==> config.mk <==
export PLATFORM = sky130hd
export DESIGN_NAME = quad_step_gen
export DESIGN_NICKNAME = d
export VERILOG_FILES = /design/src/rtl/quad_pkg.sv /design/src/rtl/quad_dwell_timer.sv /design/src/rtl/quad_step_gen.sv
export SDC_FILE = /design/constraint.sdc
export NUM_CORES = 1
export LEC_CHECK = 0
export CAP_MARGIN = 10
export CORE_MARGIN = 5
export CORE_UTILIZATION = 57
export CTS_CLUSTER_DIAMETER = 60
export DETAILED_ROUTE_END_ITERATION = 8
export DONT_BUFFER_PORTS = 1
export GPL_TIMING_DRIVEN = 0
export PLACE_DENSITY = 0.72
export SYNTH_ARGS = -nofsm -noshare
export SYNTH_HDL_FRONTEND = slang
export SYNTH_SLANG_ARGS = --single-unit
==> constraint.sdc <==
create_clock -name clk -period 2.5 [get_ports clk]
set_clock_uncertainty 0.1 [all_clocks]
set_input_delay 0.5 -clock clk [delete_from_list [all_inputs] [get_ports clk]]
set_output_delay 0.5 -clock clk [all_outputs]
set_load 0.05 [all_outputs]
==> src/rtl/quad_pkg.sv <==
// quad_pkg: shared constants for the quadrature step generator and decoder side.
// Holds the 2-bit A/B Gray codes, the FSM state encoding and the default
// position limit, plus the one-transition Gray advance helper.
package quad_pkg;

  // A/B channel codes, written as {A, B}
  localparam logic [1:0] AB_00 = 2'b00;
  localparam logic [1:0] AB_10 = 2'b10;
  localparam logic [1:0] AB_11 = 2'b11;
  localparam logic [1:0] AB_01 = 2'b01;

  // Default highest position value; the decoder wraps at the same limit
  localparam logic [7:0] QUAD_MAX_DEFAULT = 8'd120;

  // Index of the last quadrature phase in one step (4 transitions per step)
  localparam logic [1:0] PHASE_LAST = 2'd3;

  typedef enum logic {
    ST_IDLE = 1'b0,
    ST_RUN  = 1'b1
  } state_t;

  // Advance one Gray transition.
  // CW : 00 -> 10 -> 11 -> 01 -> 00 (A leads B)
  // CCW: 00 -> 01 -> 11 -> 10 -> 00 (B leads A)
  function automatic logic [1:0] gray_next(input logic [1:0] ab, input logic dir_cw);
    logic [1:0] nxt;
    nxt = AB_00;
    if (dir_cw) begin
      case (ab)
        AB_00:   nxt = AB_10;
        AB_10:   nxt = AB_11;
        AB_11:   nxt = AB_01;
        default: nxt = AB_00;
      endcase
    end else begin
      case (ab)
        AB_00:   nxt = AB_01;
        AB_01:   nxt = AB_11;
        AB_11:   nxt = AB_10;
        default: nxt = AB_00;
      endcase
    end
    return nxt;
  endfunction

endpackage

==> src/rtl/quad_dwell_timer.sv <==
// quad_dwell_timer: loadable down-counter that paces each quadrature phase.
// Ports: clk/rst; i_load + i_load_val set both the count and the reload value;
//        i_en decrements; o_expire is high while the count equals 1.
// On an enabled cycle at count 1 the counter reloads the latched value, so a
// phase of N clocks repeats without the parent re-loading it.
module quad_dwell_timer #(
  parameter int W = 16
) (
  input  logic         clk,
  input  logic         rst,
  input  logic         i_load,
  input  logic [W-1:0] i_load_val,
  input  logic         i_en,
  output logic         o_expire
);

  logic [W-1:0] r_count;
  logic [W-1:0] r_reload;

  always_ff @(posedge clk or posedge rst) begin
    if (rst) begin
      r_count  <= '0;
      r_reload <= '0;
    end else if (i_load) begin
      r_count  <= i_load_val;
      r_reload <= i_load_val;
    end else if (i_en) begin
      // Reload on 1 (expiry); also recovers from an unloaded 0 count
      if (r_count > W'(1)) begin
        r_count <= r_count - W'(1);
      end else begin
        r_count <= r_reload;
      end
    end
  end

  assign o_expire = (r_count == W'(1));

endmodule

==> src/rtl/quad_step_gen.sv <==
// quad_step_gen: quadrature transmitter turning step commands into A/B
// waveforms like a rotary encoder, with its own wrapped position counter.
// Ports: clk, rst (async active-high); step_valid/step_dir/dwell in,
//        step_ready out (valid/ready handshake, accepted only in IDLE);
//        A, B (registered quadrature), pos (wrapped 0..MAX), busy.
// Optional: define QUAD_STEP_GEN_INDEX_EN to add the idx output, a one-clock
//        pulse in the cycle after a step that wraps pos (index mark).
// Timing: first A/B change dwell_eff edges after accept; 4*dwell_eff clocks
//        per step; one IDLE cycle between back-to-back steps.
module quad_step_gen
  import quad_pkg::*;
#(
  parameter int               DWELL_W = 16,
  parameter int               POS_W   = 8,
  parameter logic [POS_W-1:0] MAX     = POS_W'(QUAD_MAX_DEFAULT)
) (
  input  logic               clk,
  input  logic               rst,
  input  logic               step_valid,
  input  logic               step_dir,
  output logic               step_ready,
  input  logic [DWELL_W-1:0] dwell,
  output logic               A,
  output logic               B,
  output logic [POS_W-1:0]   pos,
  output logic               busy
`ifdef QUAD_STEP_GEN_INDEX_EN
  ,
  output logic               idx
`endif
);

  state_t             r_state;
  logic               r_dir;
  logic [1:0]         r_phase;
  logic [1:0]         r_ab;
  logic [POS_W-1:0]   r_pos;
  logic               r_busy;
  logic               r_ready;

  logic [DWELL_W-1:0] w_dwell_eff;
  logic               w_accept;
  logic               w_expire;
  logic               w_run;
  logic [1:0]         w_ab_next;
  logic [POS_W-1:0]   w_pos_next;

  // A zero dwell would never expire; treat it as a single clock per phase
  assign w_dwell_eff = (dwell == '0) ? DWELL_W'(1) : dwell;
  assign w_accept    = (r_state == ST_IDLE) && step_valid;
  assign w_run       = (r_state == ST_RUN);
  assign w_ab_next   = gray_next(r_ab, r_dir);

  // Wrapped position after the step in the latched direction
  always_comb begin
    w_pos_next = r_pos;
    if (r_dir) begin
      w_pos_next = (r_pos == MAX) ? '0 : (r_pos + POS_W'(1));
    end else begin
      w_pos_next = (r_pos == '0) ? MAX : (r_pos - POS_W'(1));
    end
  end

  // Timer is loaded on the accept edge and free-runs (self-reloading) in RUN
  quad_dwell_timer #(
    .W(DWELL_W)
  ) u_timer (
    .clk        (clk),
    .rst        (rst),
    .i_load     (w_accept),
    .i_load_val (w_dwell_eff),
    .i_en       (w_run),
    .o_expire   (w_expire)
  );

`ifdef QUAD_STEP_GEN_INDEX_EN
  logic r_idx;
  logic w_wrap;
  // Wrap happens exactly when the stepped position crosses the MAX/0 seam
  assign w_wrap = r_dir ? (r_pos == MAX) : (r_pos == '0);
`endif

  always_ff @(posedge clk or posedge rst) begin
    if (rst) begin
      r_state <= ST_IDLE;
      r_dir   <= 1'b0;
      r_phase <= 2'd0;
      r_ab    <= AB_00;
      r_pos   <= '0;
      r_busy  <= 1'b0;
      r_ready <= 1'b1;
`ifdef QUAD_STEP_GEN_INDEX_EN
      r_idx   <= 1'b0;
`endif
    end else begin
`ifdef QUAD_STEP_GEN_INDEX_EN
      r_idx <= 1'b0;
`endif
      case (r_state)
        ST_IDLE: begin
          if (step_valid) begin
            r_dir   <= step_dir;
            r_phase <= 2'd0;
            r_state <= ST_RUN;
            r_busy  <= 1'b1;
            r_ready <= 1'b0;
          end
        end
        ST_RUN: begin
          if (w_expire) begin
            r_ab <= w_ab_next;
            if (r_phase == PHASE_LAST) begin
              // Fourth transition returns AB to 00 and completes the step
              r_pos   <= w_pos_next;
              r_state <= ST_IDLE;
              r_busy  <= 1'b0;
              r_ready <= 1'b1;
`ifdef QUAD_STEP_GEN_INDEX_EN
              r_idx   <= w_wrap;
`endif
            end else begin
              r_phase <= r_phase + 2'd1;
            end
          end
        end
        default: begin
          r_state <= ST_IDLE;
          r_ab    <= AB_00;
          r_busy  <= 1'b0;
          r_ready <= 1'b1;
        end
      endcase
    end
  end

  assign A          = r_ab[1];
  assign B          = r_ab[0];
  assign pos        = r_pos;
  assign busy       = r_busy;
  assign step_ready = r_ready;
`ifdef QUAD_STEP_GEN_INDEX_EN
  assign idx        = r_idx;
`endif

endmodule

==> flow_summary.ini <==
[outcome]
status = finished, final reports clean

[global_route]
grt_usage_pct = 24.5
antenna_found_initial = 0
grt_overflow = 0
grt_pass1_vias = 2538
grt_first_pass_wirelength_um = 12400
grt_max_degree = 27

[clocking]
h-tree-depth = 2
clk_path_buf_depth = 2
ctsRootBufferMaster = clkbuf_8
postCtsSetupRepairBufs = 0
cts_buffers = 5
hold_buffers = 0
cts_tree = done
cts.clk_slew.worst_paths_ps = 90
clk_latency_ps = 300
cts_sinks = 48

[critical_path]
critical_path_class = reg2reg
crit_start = pos[0]
end_kind = register
endpoint = pos[0]
reg2reg_to = pos[0]
cp_max_fo = 7
worstPathArrival_ps = 2410
r2r-start = pos[0]
critPathLaunchType = register
r2r_setup_slack_ps = 170
rr_worst_depth = 7
required_ps = 2580

[detailed_routing]
firstDrtPassIters = 5
routed_wl_um = 7300
wl_per_cell_um = 17.6
first_iter_violations = 237
ant_nets = 0
via_count = 2639
drt-vias-per-instance = 6.34
drc = 0

[logic_synthesis]
synthesis.nets = 362
synth_top_cells_by_area = dfrtp_1 (40%), nand2_1 (8.5%), o21ai_0 (4.3%)
syn_inst = 336
synth_ff_type = dfrtp_1
synth_edf_count = 0
synthArstFlopShare_pct = 100
synth_top_area_cell = dfrtp_1
synth-seq-area-share_pct = 41.3
synth_top_cell_area_share_pct = 40.4
synthTopCellsByCount = nand2_1 (66), dfrtp_1 (47), o21ai_0 (25)
ys.warnings.count = 0
yosysMostFrequentCell = nand2_1
ys_ff_latch = 48
ys_types = 61
avgSynthCellArea_um2 = 8.67
syn-cell-area_um2 = 2910

[power]
power.total_mw = 2.23
p_per_area_nw_per_um2 = 706
p_leak_nw = 1.35
ir_worst_vdd_v = 0.000452

[sta]
fmaxAchievable_mhz = 430
setup_tns_ps = 0
fin_crit_sh_pct = 93.0
slew_violations = 0
fin_crit_ps = 2330
slew_headroom_pct = 43.4
hold_violations = 0
worst_pin_slew_ps = 846
setup_viol = 0

[placement]
dp_hpwl_um = 5320
place.gp.congestion = 0.893
numPortBuffers = 0

[final_layout]
area_growth_pct = 8.33
fin_nets = 371
n_antenna_cell = 0
drive_above_1_share_pct = 8.67
fill_cells = 458

[floorplanning]
die_area_um2 = 6640
io_pins = 32
coreArea_um2 = 5040
fp.dieH_um = 81.5
die_x_um = 81.5
start_util_pct = 57.8
core.rowCount = 26

[min_path]
hold_class = in2async

[job]
cap_viol_max_count = 0
worst max-delay path, cell delays in order (launching register included):
cell and delay, ps:
dfrtp_1 650, inv_1 230, ha_1 220, nand2b_1 180, o41ai_2 480, o21ai_0 170, nand3_1 110, o21ai_0 70
cells in the final DEF (no fill, tap or decap), types with 5 or more instances in the layout:
cell	n
nand2_1	66
dfrtp_1	47
o21ai_0	25
nor2_1	24
nand3_1	14
clkbuf_1	12
a21oi_1	12
inv_1	9
a31oi_1	9
xnor2_1	8
nor3_1	8
a211oi_1	6
mux2i_1	6
o211ai_1	6
ha_1	6
o22ai_1	5
nor4_1	5
o21ai_1	5
clkbuf_8	5
layout make-up:
class                   count  area [um^2]  share of cell area, %
clock inverters             2         35.0                   1.11
clock buffers               6         72.6                   2.30
inverters                  11         41.3                   1.31
flip-flops and latches     48         1200                   38.1
plain buffers              16         78.8                   2.50
well taps                  70         87.6                   2.78
repair buffers              1         20.0                  0.634
multi-input cells         262         1620                   51.3
where the power goes:
part	internal (mW)	leakage, nW	total [mW]	switching [mW]
Sequential	0.913	0.601	1.11	0.202
Combinational	0.263	0.696	0.554	0.290
Clock	0.297	0.0552	0.558	0.261
metrics by stage:
stage | hold WS, ps | utilization, % | cells | setup WS (ps) | cell area (um^2)
after CTS | 21.6 | 62.3 | 415 | 83.2 | 3140
after global placement | 352 | 59.5 | 406 | -108 | 3000
final | 7.13 | 62.6 | 416 | 175 | 3160
after floorplan | 340 | - | 336 | 226 | 2910
after detailed placement | 349 | 59.9 | 407 | -95.8 | 3020
after global routing | 39.1 | 62.6 | 416 | -1.05 | 3160
logic make-up (layout without fill, tap and decap cells):
| group | Yosys count | in the layout | synth area share [%] |
|---|---|---|---|
| AOI/OAI and AO/OA | 90 | 91 | 20.0 |
| xor gates and xnor gates | 9 | 9 | 2.71 |
| adders and majority gates | 6 | 6 | 2.58 |
| buffers and inverters | 27 | 36 | 4.12 |
| DFF | 48 | 48 | 41.3 |
| muxes | 7 | 7 | 2.45 |
| and+or+nand+nor | 149 | 149 | 26.9 |
worst min path at each step:
stage | slack, ps | from | endpoint | cells past startpoint
2_1_floorplan | 340 | u_timer.r_reload[9] | u_timer.r_reload[9] | 2
3_3_place_gp | 350 | u_timer.r_reload[7] | u_timer.r_reload[7] | 2
3_5_place_dp | 350 | rst | u_timer.r_reload[2] | 1
4_1_cts | 20 | rst | u_timer.r_reload[2] | 1
5_1_grt | 40 | rst | u_timer.r_reload[5] | 1
6_report | 7 | rst | u_timer.r_reload[2] | 1
layer usage:
metal,track usage (%),vias up,part of all wire (%)
met1,34.1,1272,45
met2,38.1,108,46
met5,0,-,0
li1,-,1243,-
met4,7.09,0,1.5
met3,5.59,16,8.0
state kept, by name, summed over array words and instances, names as in the netlist:
name,flops
r_ab,2
busy,1
r_phase,2
u_timer.r_count,16
u_timer.r_reload,16
r_state,1
pos,8
step_ready,1
r_dir,1
what timing repair did:
action | in CTS | in global routing
cloned | 0 | 1
setup endpoints to repair | 7 | 7
pin swaps | 0 | 1
gates resized for setup | 1 | 0
No activity file was read; power rests on OpenSTA's default activity.
